`src/rtl/hdmi_pkg.sv`:
```
// hdmi_pkg: shared TMDS symbol width, control tokens and popcount helper
package hdmi_pkg;
    localparam int TMDS_SYM_W = 10;
    localparam logic [TMDS_SYM_W-1:0] CTRL_TOKEN_00 = 10'b1101010100;
    localparam logic [TMDS_SYM_W-1:0] CTRL_TOKEN_01 = 10'b0010101011;
    localparam logic [TMDS_SYM_W-1:0] CTRL_TOKEN_10 = 10'b0101010100;
    localparam logic [TMDS_SYM_W-1:0] CTRL_TOKEN_11 = 10'b1010101011;

    function automatic logic [3:0] popcount8(input logic [7:0] v);
        popcount8 = '0;
        for (int i = 0; i < 8; i++) popcount8 = popcount8 + {3'b0, v[i]};
    endfunction
endpackage

```
`src/rtl/tmds_encoder_if.sv`:
```
// tmds_encoder_if: pixel/control inputs and encoded symbol of one TMDS channel
interface tmds_encoder_if;
    logic blank;
    logic [7:0] data_in;
    logic c0;
    logic c1;
    logic [hdmi_pkg::TMDS_SYM_W-1:0] tmds_out;
    modport master (output blank, data_in, c0, c1, input tmds_out);
    modport slave (input blank, data_in, c0, c1, output tmds_out);
endinterface

```
`src/rtl/tmds_encoder.sv`:
```
// tmds_encoder: two-stage DVI 8b/10b TMDS channel encoder
module tmds_encoder
    import hdmi_pkg::*;
#(
    parameter logic BLANK_ACTIVE = 1'b1
) (
    input logic clk,
    input logic rst,
    tmds_encoder_if.slave bus
);
    logic [3:0] n1_in;
    logic use_xnor;
    logic [8:0] qm_next;
    logic [8:0] qm;
    logic de;
    logic c0;
    logic c1;
    logic [3:0] n1;
    logic signed [4:0] diff;
    logic signed [4:0] cnt;
    logic signed [4:0] cnt_next;
    logic [TMDS_SYM_W-1:0] sym;
    logic [TMDS_SYM_W-1:0] sym_next;
    logic [TMDS_SYM_W-1:0] token;

    // transition-minimise: each q_m bit is a prefix parity, flipped on odd bits when chaining with XNOR
    always_comb begin
        n1_in = popcount8(bus.data_in);
        use_xnor = (n1_in > 4'd4) || (n1_in == 4'd4 && !bus.data_in[0]);
        for (int i = 0; i < 8; i++)
            qm_next[i] = ^(bus.data_in & 8'((9'd2 << i) - 9'd1)) ^ (use_xnor & i[0]);
        qm_next[8] = !use_xnor;
    end

    // stage 1 register: q_m plus de/control bits aligned to it
    always_ff @(posedge clk) begin
        if (rst) begin
            qm <= '0;
            de <= 1'b0;
            c0 <= 1'b0;
            c1 <= 1'b0;
        end else begin
            qm <= qm_next;
            de <= (bus.blank != BLANK_ACTIVE);
            c0 <= bus.c0;
            c1 <= bus.c1;
        end
    end

    // DC balancing: pick inversion from running disparity, or emit a control token while blanked
    always_comb begin
        n1 = popcount8(qm[7:0]);
        diff = $signed({n1, 1'b0} - 5'd8);
        token = c1 ? (c0 ? CTRL_TOKEN_11 : CTRL_TOKEN_10) : (c0 ? CTRL_TOKEN_01 : CTRL_TOKEN_00);
        sym_next = token;
        cnt_next = '0;
        if (!de) begin
            sym_next = token;
            cnt_next = '0;
        end else if (cnt == 5'sd0 || diff == 5'sd0) begin
            sym_next = {!qm[8], qm[8], qm[8] ? qm[7:0] : ~qm[7:0]};
            cnt_next = cnt + (qm[8] ? diff : -diff);
        end else if ((cnt > 5'sd0 && diff > 5'sd0) || (cnt < 5'sd0 && diff < 5'sd0)) begin
            sym_next = {1'b1, qm[8], ~qm[7:0]};
            cnt_next = cnt + $signed({3'b0, qm[8], 1'b0}) - diff;
        end else begin
            sym_next = {1'b0, qm[8], qm[7:0]};
            cnt_next = cnt + diff - $signed({3'b0, !qm[8], 1'b0});
        end
    end

    // stage 2 register: output symbol and running disparity
    always_ff @(posedge clk) begin
        if (rst) begin
            sym <= CTRL_TOKEN_00;
            cnt <= '0;
        end else begin
            sym <= sym_next;
            cnt <= cnt_next;
        end
    end

    assign bus.tmds_out = sym;
endmodule
```
`src/flat_wrapper.sv`:
```
// flat-port wrapper written by rule: the top's interface ports become plain ports
module tmds_encoder_flat import hdmi_pkg::*;
#(
    parameter logic BLANK_ACTIVE = 1'b1
)
  (clk, rst, bus_blank, bus_data_in, bus_c0, bus_c1, bus_tmds_out);
  tmds_encoder_if bus_i ();
  input logic clk;
  input logic rst;
  input wire logic [$bits(bus_i.blank)-1:0] bus_blank;
  input wire logic [$bits(bus_i.data_in)-1:0] bus_data_in;
  input wire logic [$bits(bus_i.c0)-1:0] bus_c0;
  input wire logic [$bits(bus_i.c1)-1:0] bus_c1;
  output wire logic [$bits(bus_i.tmds_out)-1:0] bus_tmds_out;
  assign bus_i.blank = bus_blank;
  assign bus_i.data_in = bus_data_in;
  assign bus_i.c0 = bus_c0;
  assign bus_i.c1 = bus_c1;
  assign bus_tmds_out = bus_i.tmds_out;
  tmds_encoder #(.BLANK_ACTIVE(BLANK_ACTIVE)) u_core (.clk(clk), .rst(rst), .bus(bus_i));
endmodule
```
`config.mk`:
```
export PLATFORM = sky130hd
export DESIGN_NAME = tmds_encoder_flat
export DESIGN_NICKNAME = d
export VERILOG_FILES = /design/src/rtl/hdmi_pkg.sv /design/src/rtl/tmds_encoder_if.sv /design/src/rtl/tmds_encoder.sv /design/src/flat_wrapper.sv
export SDC_FILE = /design/constraint.sdc
export NUM_CORES = 1
export LEC_CHECK = 0
export CORE_ASPECT_RATIO = 1.5
export CORE_MARGIN = 4
export CORE_UTILIZATION = 60
export CTS_CLUSTER_DIAMETER = 50
export DETAILED_ROUTE_END_ITERATION = 6
export PLACE_DENSITY = 0.85
export SYNTH_ARGS = -nofsm -noshare
export SYNTH_HDL_FRONTEND = slang
export SYNTH_SLANG_ARGS = --single-unit
```
`constraint.sdc`:
```
create_clock -name clk -period 8.81 [get_ports clk]
set_input_delay 1.3215 -clock clk [delete_from_list [all_inputs] [get_ports clk]]
set_output_delay 1.3215 -clock clk [all_outputs]
set_load 0.02 [all_outputs]
```
---- Word-level counts from Yosys, hierarchy flattened ----
Index checks and enable logic that the tools add are counted.
word-level totals
  output and inout bits ................... 10
  logic and storage cells ................. 70
  register bits ........................... 27
cells by class
  mux-type cells .......................... 10
  $lt $le $gt $ge ......................... 5
  add/subtract/negate cells ............... 21
  reductions and logical operators ........ 20
  eq/ne operators ......................... 1
  bitwise gates (word level) .............. 7
operator list
  operator             number
  $reduce_xor 8->1     8
  $mux 10              6
  $add 4x1->4          12
  $mux 5               3
  $add 5x5->5          2
  $gt 5x1->1 const B   2
  $logic_not 5->1      2
  $lt 5x1->1 const B   2
  $mux 8               1
  $not 8->8            1
  $add 5x3->5          1
  $neg 5->5            1
  $sub 5x3->5          1
  $sub 5x4->5 const B  1
  $sub 5x5->5          1
  $add 1x1->2          2
  $eq 4x3->1 const B   1
  $gt 4x3->1 const B   1
  $xor 1x1->1          4
  $logic_and 1x1->1    3
  $logic_not 1->1      3
  $logic_or 1x1->1     3
  $not 1->1            2
  $reduce_or 2->1      1

---- Logic depth before layout (Yosys ltp) ----
  depth after elaboration ................. 14
  mapped depth ............................ 17
  mapped depth without buffers ............ 17

---- Worst setup path after synthesis ----
Ideal clock, no wire load.
  path type ............................... in2reg
  from .................................... input bus_data_in[0]
  to ...................................... register u_core.qm[7]
  data required time ...................... 8.682 ns
  buffers on the path ..................... 0
  library setup time ...................... 0.128 ns
  data arrival time ....................... 4.462 ns
  stages .................................. 13
  slack ................................... 4.221 ns
  cells stage by stage .................... ha_1 -> inv_1 -> fa_1 -> fa_1 -> inv_1 -> fa_1 -> fa_1 -> nor3b_1 -> o21ai_0 -> a21oi_2 -> xnor2_1 -> xnor2_1 -> nor2_1
between the ends
  word-level cells in the longest chain between the ends .. 11
  elaborated cells between the ends (all ways) .. 14
  classes of those cells .................. 7 x add/sub; 1 x order compare; 1 x eq/ne; 1 x bitwise; 4 x reduce/logical
RTL lines
  element                                                               RTL line            RTL
  from (decl)                                                           flat_wrapper.sv:11  input wire logic [$bits(bus_i.data_in)-1:0] bus_data_in;
  parallel branches: the longest is 10 deep, another holds $add 4x1->4  --
  $xor 1x1->1 *                                                         tmds_encoder.sv:31  qm_next[i] = ^(bus.data_in & 8'((9'd2 << i) - 9'd1)) ^ (use_xnor & i[0]);
  to (signal assigned)                                                  tmds_encoder.sv:43  qm <= qm_next;
  to (decl)                                                             tmds_encoder.sv:14  logic [8:0] qm;
Mark *: on every way between the ends.
A chain may end at the register's enable or synchronous reset.

---- Worst setup path in the final report ----
Same ends and word-level chain as after synthesis.

==> flow_summary.json <==
{
  "status": "completed",
  "yosysWarnings": 0,
  "die_y_um": 77.6,
  "grt_first_pass_wirelength_um": 6240,
  "period_needed_ps": 4980,
  "hold_path_class": "reg2reg",
  "synth_top_area_share_pct": 26.9,
  "port_buffers": 22,
  "synth-simple-area-share_pct": 8.20,
  "critical_path_class": "in2reg",
  "synth-compound-area-share_pct": 13.2,
  "maxCapViolations": 0,
  "core_sq_um": 3130,
  "finalNetCount": 262,
  "slew_headroom_pct": 51.4,
  "cp_cell_sequence": "clkdlybuf4s50_1, ha_1, inv_1, fa_1, fa_1, inv_1, fa_1, fa_1, nor3b_1, o21ai_0, a21oi_2, xnor2_1, xnor2_1, nor2_1",
  "cts_buffers": 3,
  "synth_area_leaders": "dfxtp_1 27%, fa_1 13%, ha_1 12%",
  "drt_iter0_markers": 9,
  "place_congestion": 0.828,
  "worstPathRequired_ps": 8970,
  "cp_slowest_cell": "fa_1",
  "htree_levels": 1,
  "grt_antenna_before_repair": 0,
  "yosys.area_share.adder_pct": 26.1,
  "ctsHoldBuffers": 0,
  "clock_skew_ps": 8.28,
  "rsz0062_at_grt": "false",
  "io_pins": 23,
  "drv_slew": 0,
  "synthesis.nets": 238,
  "grt_start_max_net_pins": 16,
  "ant_nets": 0,
  "fp-row-count": 25,
  "seq_area_frac_synth_pct": 26.9,
  "crit_family": "adder cells",
  "num_vias": 1326,
  "post-dp-hpwl_um": 3170,
  "wl_per_cell_um": 14.5,
  "die_w_um": 54.4,
  "fin_crit_sh_pct": 56.5,
  "post-route-util_pct": 72.2,
  "first_pass_iters": 2,
  "initial_core_util_pct": 61.9,
  "syn_area_sq_um": 1940,
  "drive_gt1_share_pct": 5.53,
  "ys_seq_elements": 26,
  "critPathMostFrequentCell": "fa_1",
  "cts_root_buf": "clkbuf_8",
  "finalSetupViolations": 0,
  "critical_path.endpoint_type": "flip-flop",
  "detail_route.wirelength_um": 3740,
  "n_fill_cell": 230,
  "grt_pass1_vias": 1494,
  "crit_fanout": 5,
  "synth_largest_area_cell": "dfxtp_1",
  "max_freq_mhz": 201,
  "overflow": 0,
  "cts_tree": "yes",
  "diodes": 0,
  "finalHoldViolCount": 0,
  "tightestPinTransition_ps": 728,
  "syn2layout_area_growth_pct": 16.7,
  "dieArea_sq_um": 4220,
  "synthDistinctLibCells": 34,
  "syn_area_per_cell_sq_um": 9.98,
  "crit_path_max_incr_delay_ps": 490,
  "clk_latency_ps": 270,
  "clk_pin_slew_ps": 90,
  "track_usage_pct": 20.1,
  "synthXorXnorAreaFrac_pct": 16.9,
  "via_per_inst": 5.16,
  "synth_top_family_by_area": "adder cells",
  "layout_common_cells": "32 x inv_1, 26 x dfxtp_1, 23 x xnor2_1",
  "clk_path_buf_depth": 2,
  "timing.setup.tns_ps": 0,
  "whs_ps": 571,
  "cts_resized": 0,
  "cts_setup_buffers": 0,
  "cp_num_buf_inv": 3,
  "final_common_cell": "inv_1",
  "drc": 0,
  "synthMuxAreaShare_pct": 1.61,
  "arrival_ps": 5140,
  "syn_inst": 194,
  "crit_path_start_kind": "primary input",
  "clock_sinks": 26
}
cell families (layout without fill, tap and decap cells):
kind of cell,Yosys count,after routing
flops,26,26
buf+inv,35,58
xor+xnor,34,34
simple gates,31,31
compound gates,32,32
fa+ha+maj,33,33
mux,3,3
through the flow:
step | worst slack [ps] | instances | cell area, sq um
after floorplan | 4220 | 194 | 1940
after global placement | 3680 | 253 | 2190
after detailed placement | 3500 | 253 | 2190
after CTS | 3800 | 257 | 2260
after global routing | 3620 | 257 | 2260
final | 3830 | 257 | 2260
final cells by class:
type | count | area [sq um] | area share, %
clock buffers | 3 | 41.3 | 1.83
clock inverters | 1 | 30.0 | 1.33
inverters | 32 | 120 | 5.32
multi-input cells | 133 | 1280 | 56.5
flip-flops and latches | 26 | 520 | 23.0
well taps | 40 | 50.0 | 2.21
repair buffers | 22 | 220 | 9.75
worst paths after layout:
| path | from | end | slack [ps] | cells past startpoint |
|---|---|---|---|---|
| setup / recovery | bus_data_in[0] | u_core.qm[7]$_SDFF_PP0_ | 3830 | 14 |
| hold / removal | u_core.qm[8]$_SDFF_PP0_ | u_core.bus.tmds_out[8]$_SDFF_PP1_ | 570 | 1 |
| setup reg to reg | u_core.qm[0]$_SDFF_PP0_ | u_core.cnt[4]$_SDFF_PP0_ | 4220 | 17 |
| hold reg to reg | u_core.qm[8]$_SDFF_PP0_ | u_core.bus.tmds_out[8]$_SDFF_PP1_ | 570 | 1 |
state kept, by name (all words and copies together), names as in the netlist:
register             flops
u_core.c1                1
u_core.cnt               4
u_core.bus.tmds_out     10
u_core.qm                9
u_core.c0                1
u_core.de                1
routing by layer:
metal	track usage, %	wire [um]	vias up
li1	-	-	664
met4	10.5	138	0
met5	0	0	-
met3	1.54	83	11
met1	18.2	1320	627
met2	39.7	2200	24
cell usage after synthesis:
library cell / count
nand2b_1: 3
xnor2_2: 2
mux2_2: 1
a31oi_1: 2
inv_1: 32
o21bai_1: 1
fa_1: 13
nor2_1: 12
a21oi_2: 1
o21ai_0: 2
a211oi_1: 4
maj3_1: 2
a21oi_1: 11
nand3_1: 2
ha_1: 18
xor2_1: 8
nor3b_1: 2
nor2b_1: 6
a21o_1: 6
dfxtp_1: 26
o211a_1: 1
nand2_1: 3
and3b_1: 1
o22ai_2: 1
buf_6: 1
a41oi_4: 1
nor3_1: 1
and2b_1: 1
xnor3_1: 1
a31oi_4: 1
o21a_4: 1
clkbuf_1: 2
xnor2_1: 23
mux2i_1: 2
Power is left out: the tool's default activity adds up to more than one toggle a clock period on the data nets, which glitch-free logic cannot reach.
==> patch (same flow settings) <==
`BLANK_ACTIVE` is set to 1'b1 in 2 places; all go to 1'b0.
--- a/src/rtl/tmds_encoder.sv
+++ b/src/rtl/tmds_encoder.sv
@@ -2,7 +2,7 @@
 module tmds_encoder
     import hdmi_pkg::*;
 #(
-    parameter logic BLANK_ACTIVE = 1'b1
+    parameter logic BLANK_ACTIVE = 1'b0
 ) (
     input logic clk,
     input logic rst,
--- a/src/flat_wrapper.sv
+++ b/src/flat_wrapper.sv
@@ -1,7 +1,7 @@
 // flat-port wrapper written by rule: the top's interface ports become plain ports
 module tmds_encoder_flat import hdmi_pkg::*;
 #(
-    parameter logic BLANK_ACTIVE = 1'b1
+    parameter logic BLANK_ACTIVE = 1'b0
 )
   (clk, rst, bus_blank, bus_data_in, bus_c0, bus_c1, bus_tmds_out);
   tmds_encoder_if bus_i ();
Formal check against the unedited RTL: not equivalent (a bounded check fails within 4 cycles, from zero or initial values and one cycle with rst high).
==> patch against the unedited design <==
  * Synthesized area fell by 2.6%
  * Synthesized cell count decreased by 1.5%
  * Hold slack better by 6.1 ps
  * Via count grew 0.23%
  * Register-to-register slack improved by 110 ps
  * Sequential cell count unchanged
  * Global-route usage rose by 0.19 points
  * Sequential share of layout area increased by 0.47 points
  * Wire length is 0.51% lower
  * Setup slack better by 89 ps
  * Final area down 2.0%
  * Critical endpoint is now u_core.qm[5]
  * Largest cell class unchanged
Power is not shown: default switching activity piles up to over one toggle a cycle in this logic, so the estimate is an artifact.
==> patch: results (changes against the unedited design) <==
- Largest net degree at the start of global routing: 16 (unchanged)
- DR iter-0 viols: 10 (was 9)
- Post-synth cell types: 34 (unchanged)
- Drt via density: 5.23 (was 5.16)
- Nets: 260 (was 262)
- GR Util All Layers: 20.3% (was 20.1%)
- ANT nets after route: 0 (unchanged)
- Port buffer count: 22 (unchanged)
- Ys async rst share: 0% (unchanged)
- Prevailing post-synth register cell: dfxtp_1 (unchanged)
- Status: completed (unchanged)
- Seq/Total Area, Yosys: 27.6% (was 26.9%)
- Clk slew on worst S/H paths: 90 ps (about the same)
- DP HPWL: 3050 um (was 3170 um)
- # diodes: 0 (unchanged)
- Clock tree buffer depth: 2 (unchanged)
- Synth warn: 0 (unchanged)
- Initial antenna violation count: 0 (unchanged)
- Num CTS Buffers: 3 (unchanged)
- Worst Path Max Fanout: 4 (was 5)
- CTS H-tree lvls: 1 (unchanged)
- Clock skew: 2.47 ps (was 8.28 ps)
- Worst EP arrival: 5040 ps (was 5140 ps)
- Router iterations before antenna repair: 3 (was 2)
- # Post-CTS Setup Buffers: 0 (unchanged)
- Synth area leaders: dfxtp_1 28%, fa_1 14%, ha_1 12%, xnor2_1 11%, inv_1 6.4% (was dfxtp_1 27%, fa_1 13%, ha_1 12%, xnor2_1 10%, inv_1 6.2%)
- Wire length per cell: 14.6 um (was 14.5 um)
- GPL Wtd Cong: 0.823 (was 0.828)
- Vias in the first global route: 1495 (was 1494)
- Post-CTS Resized: 0 (unchanged)
- CTS Root Buffer Type: clkbuf_8 (unchanged)
- GRT overflow: 0 (unchanged)
- Hold WC Path Type: reg -> reg (unchanged)
- Post-Synthesis Net Count: 235 (was 238)
- Synth cell count leaders: 32 x inv_1, 26 x dfxtp_1, 24 x xnor2_1 (was 32 x inv_1, 26 x dfxtp_1, 23 x xnor2_1)
- Measured slew at the worst slew-check pin: 674 ps (was 728 ps)
- Layout cells sized above 1: 5.12% (was 5.53%)
- First-pass GRT wire length: 6180 um (was 6240 um)
- Worst-Skew Late Latency: 270 ps (about the same)
## patch: final timing paths
kind,from,to,slack [ps],cells past startpoint
max,bus_data_in[0],u_core.qm[5],3920,13
max reg2reg,u_core.qm[0],u_core.cnt[4],4330,16
min,u_core.qm[8],u_core.bus.tmds_out[8],580,1
min reg2reg,u_core.qm[8],u_core.bus.tmds_out[8],580,1
## patch: cells by family (layout without fill, tap and decap cells)
kind of cell	after synthesis	in the layout	synth area share (%)
AOI/OAI and AO/OA	31	31	11.5
muxes	2	2	1.13
adders and majority gates	33	33	26.8
xor gates and xnor gates	35	35	17.0
DFF	26	26	27.6
and+or+nand+nor	29	29	8.56
buffers and inverters	35	59	7.37
## patch: worst max-delay path: stages
cell             delay (ps)
clkdlybuf4s50_1         440
ha_1                    390
inv_1                    70
fa_1                    450
fa_1                    490
inv_1                    50
fa_1                    410
fa_1                    500
nor3b_1                  50
o22ai_1                 330
xor2_1                  320
xor2_1                  170
nor2_1                   50
## patch: metal layers
layer / vias up / wire length (um) / global-route usage (%)
li1: 663 / - / -
met1: 620 / 1280 / 18.5
met2: 29 / 2130 / 38.2
met3: 17 / 108 / 2.52
met4: 0 / 203 / 12.8
met5: - / 0 / 0
## patch: final cells by class
type | count | area (um^2)
clock buffers | 3 | 41.3
multi-input cells | 130 | 1230
inverters | 32 | 120
clock inverters | 1 | 30.0
well taps | 39 | 48.8
repair buffers | 23 | 228
flip-flops and latches | 26 | 520
fillers | 204 | 758
## patch: through the flow
step,cell area (um^2),cells,utilization [%],worst slack (ps),hold WS [ps]
after CTS,2210,254,74.5,3910,575
after global placement,2140,250,72.1,3770,565
after floorplan,1890,191,-,4310,503
after global routing,2210,254,74.5,3720,595
final,2210,254,74.5,3920,577
after detailed placement,2140,250,72.1,3620,559
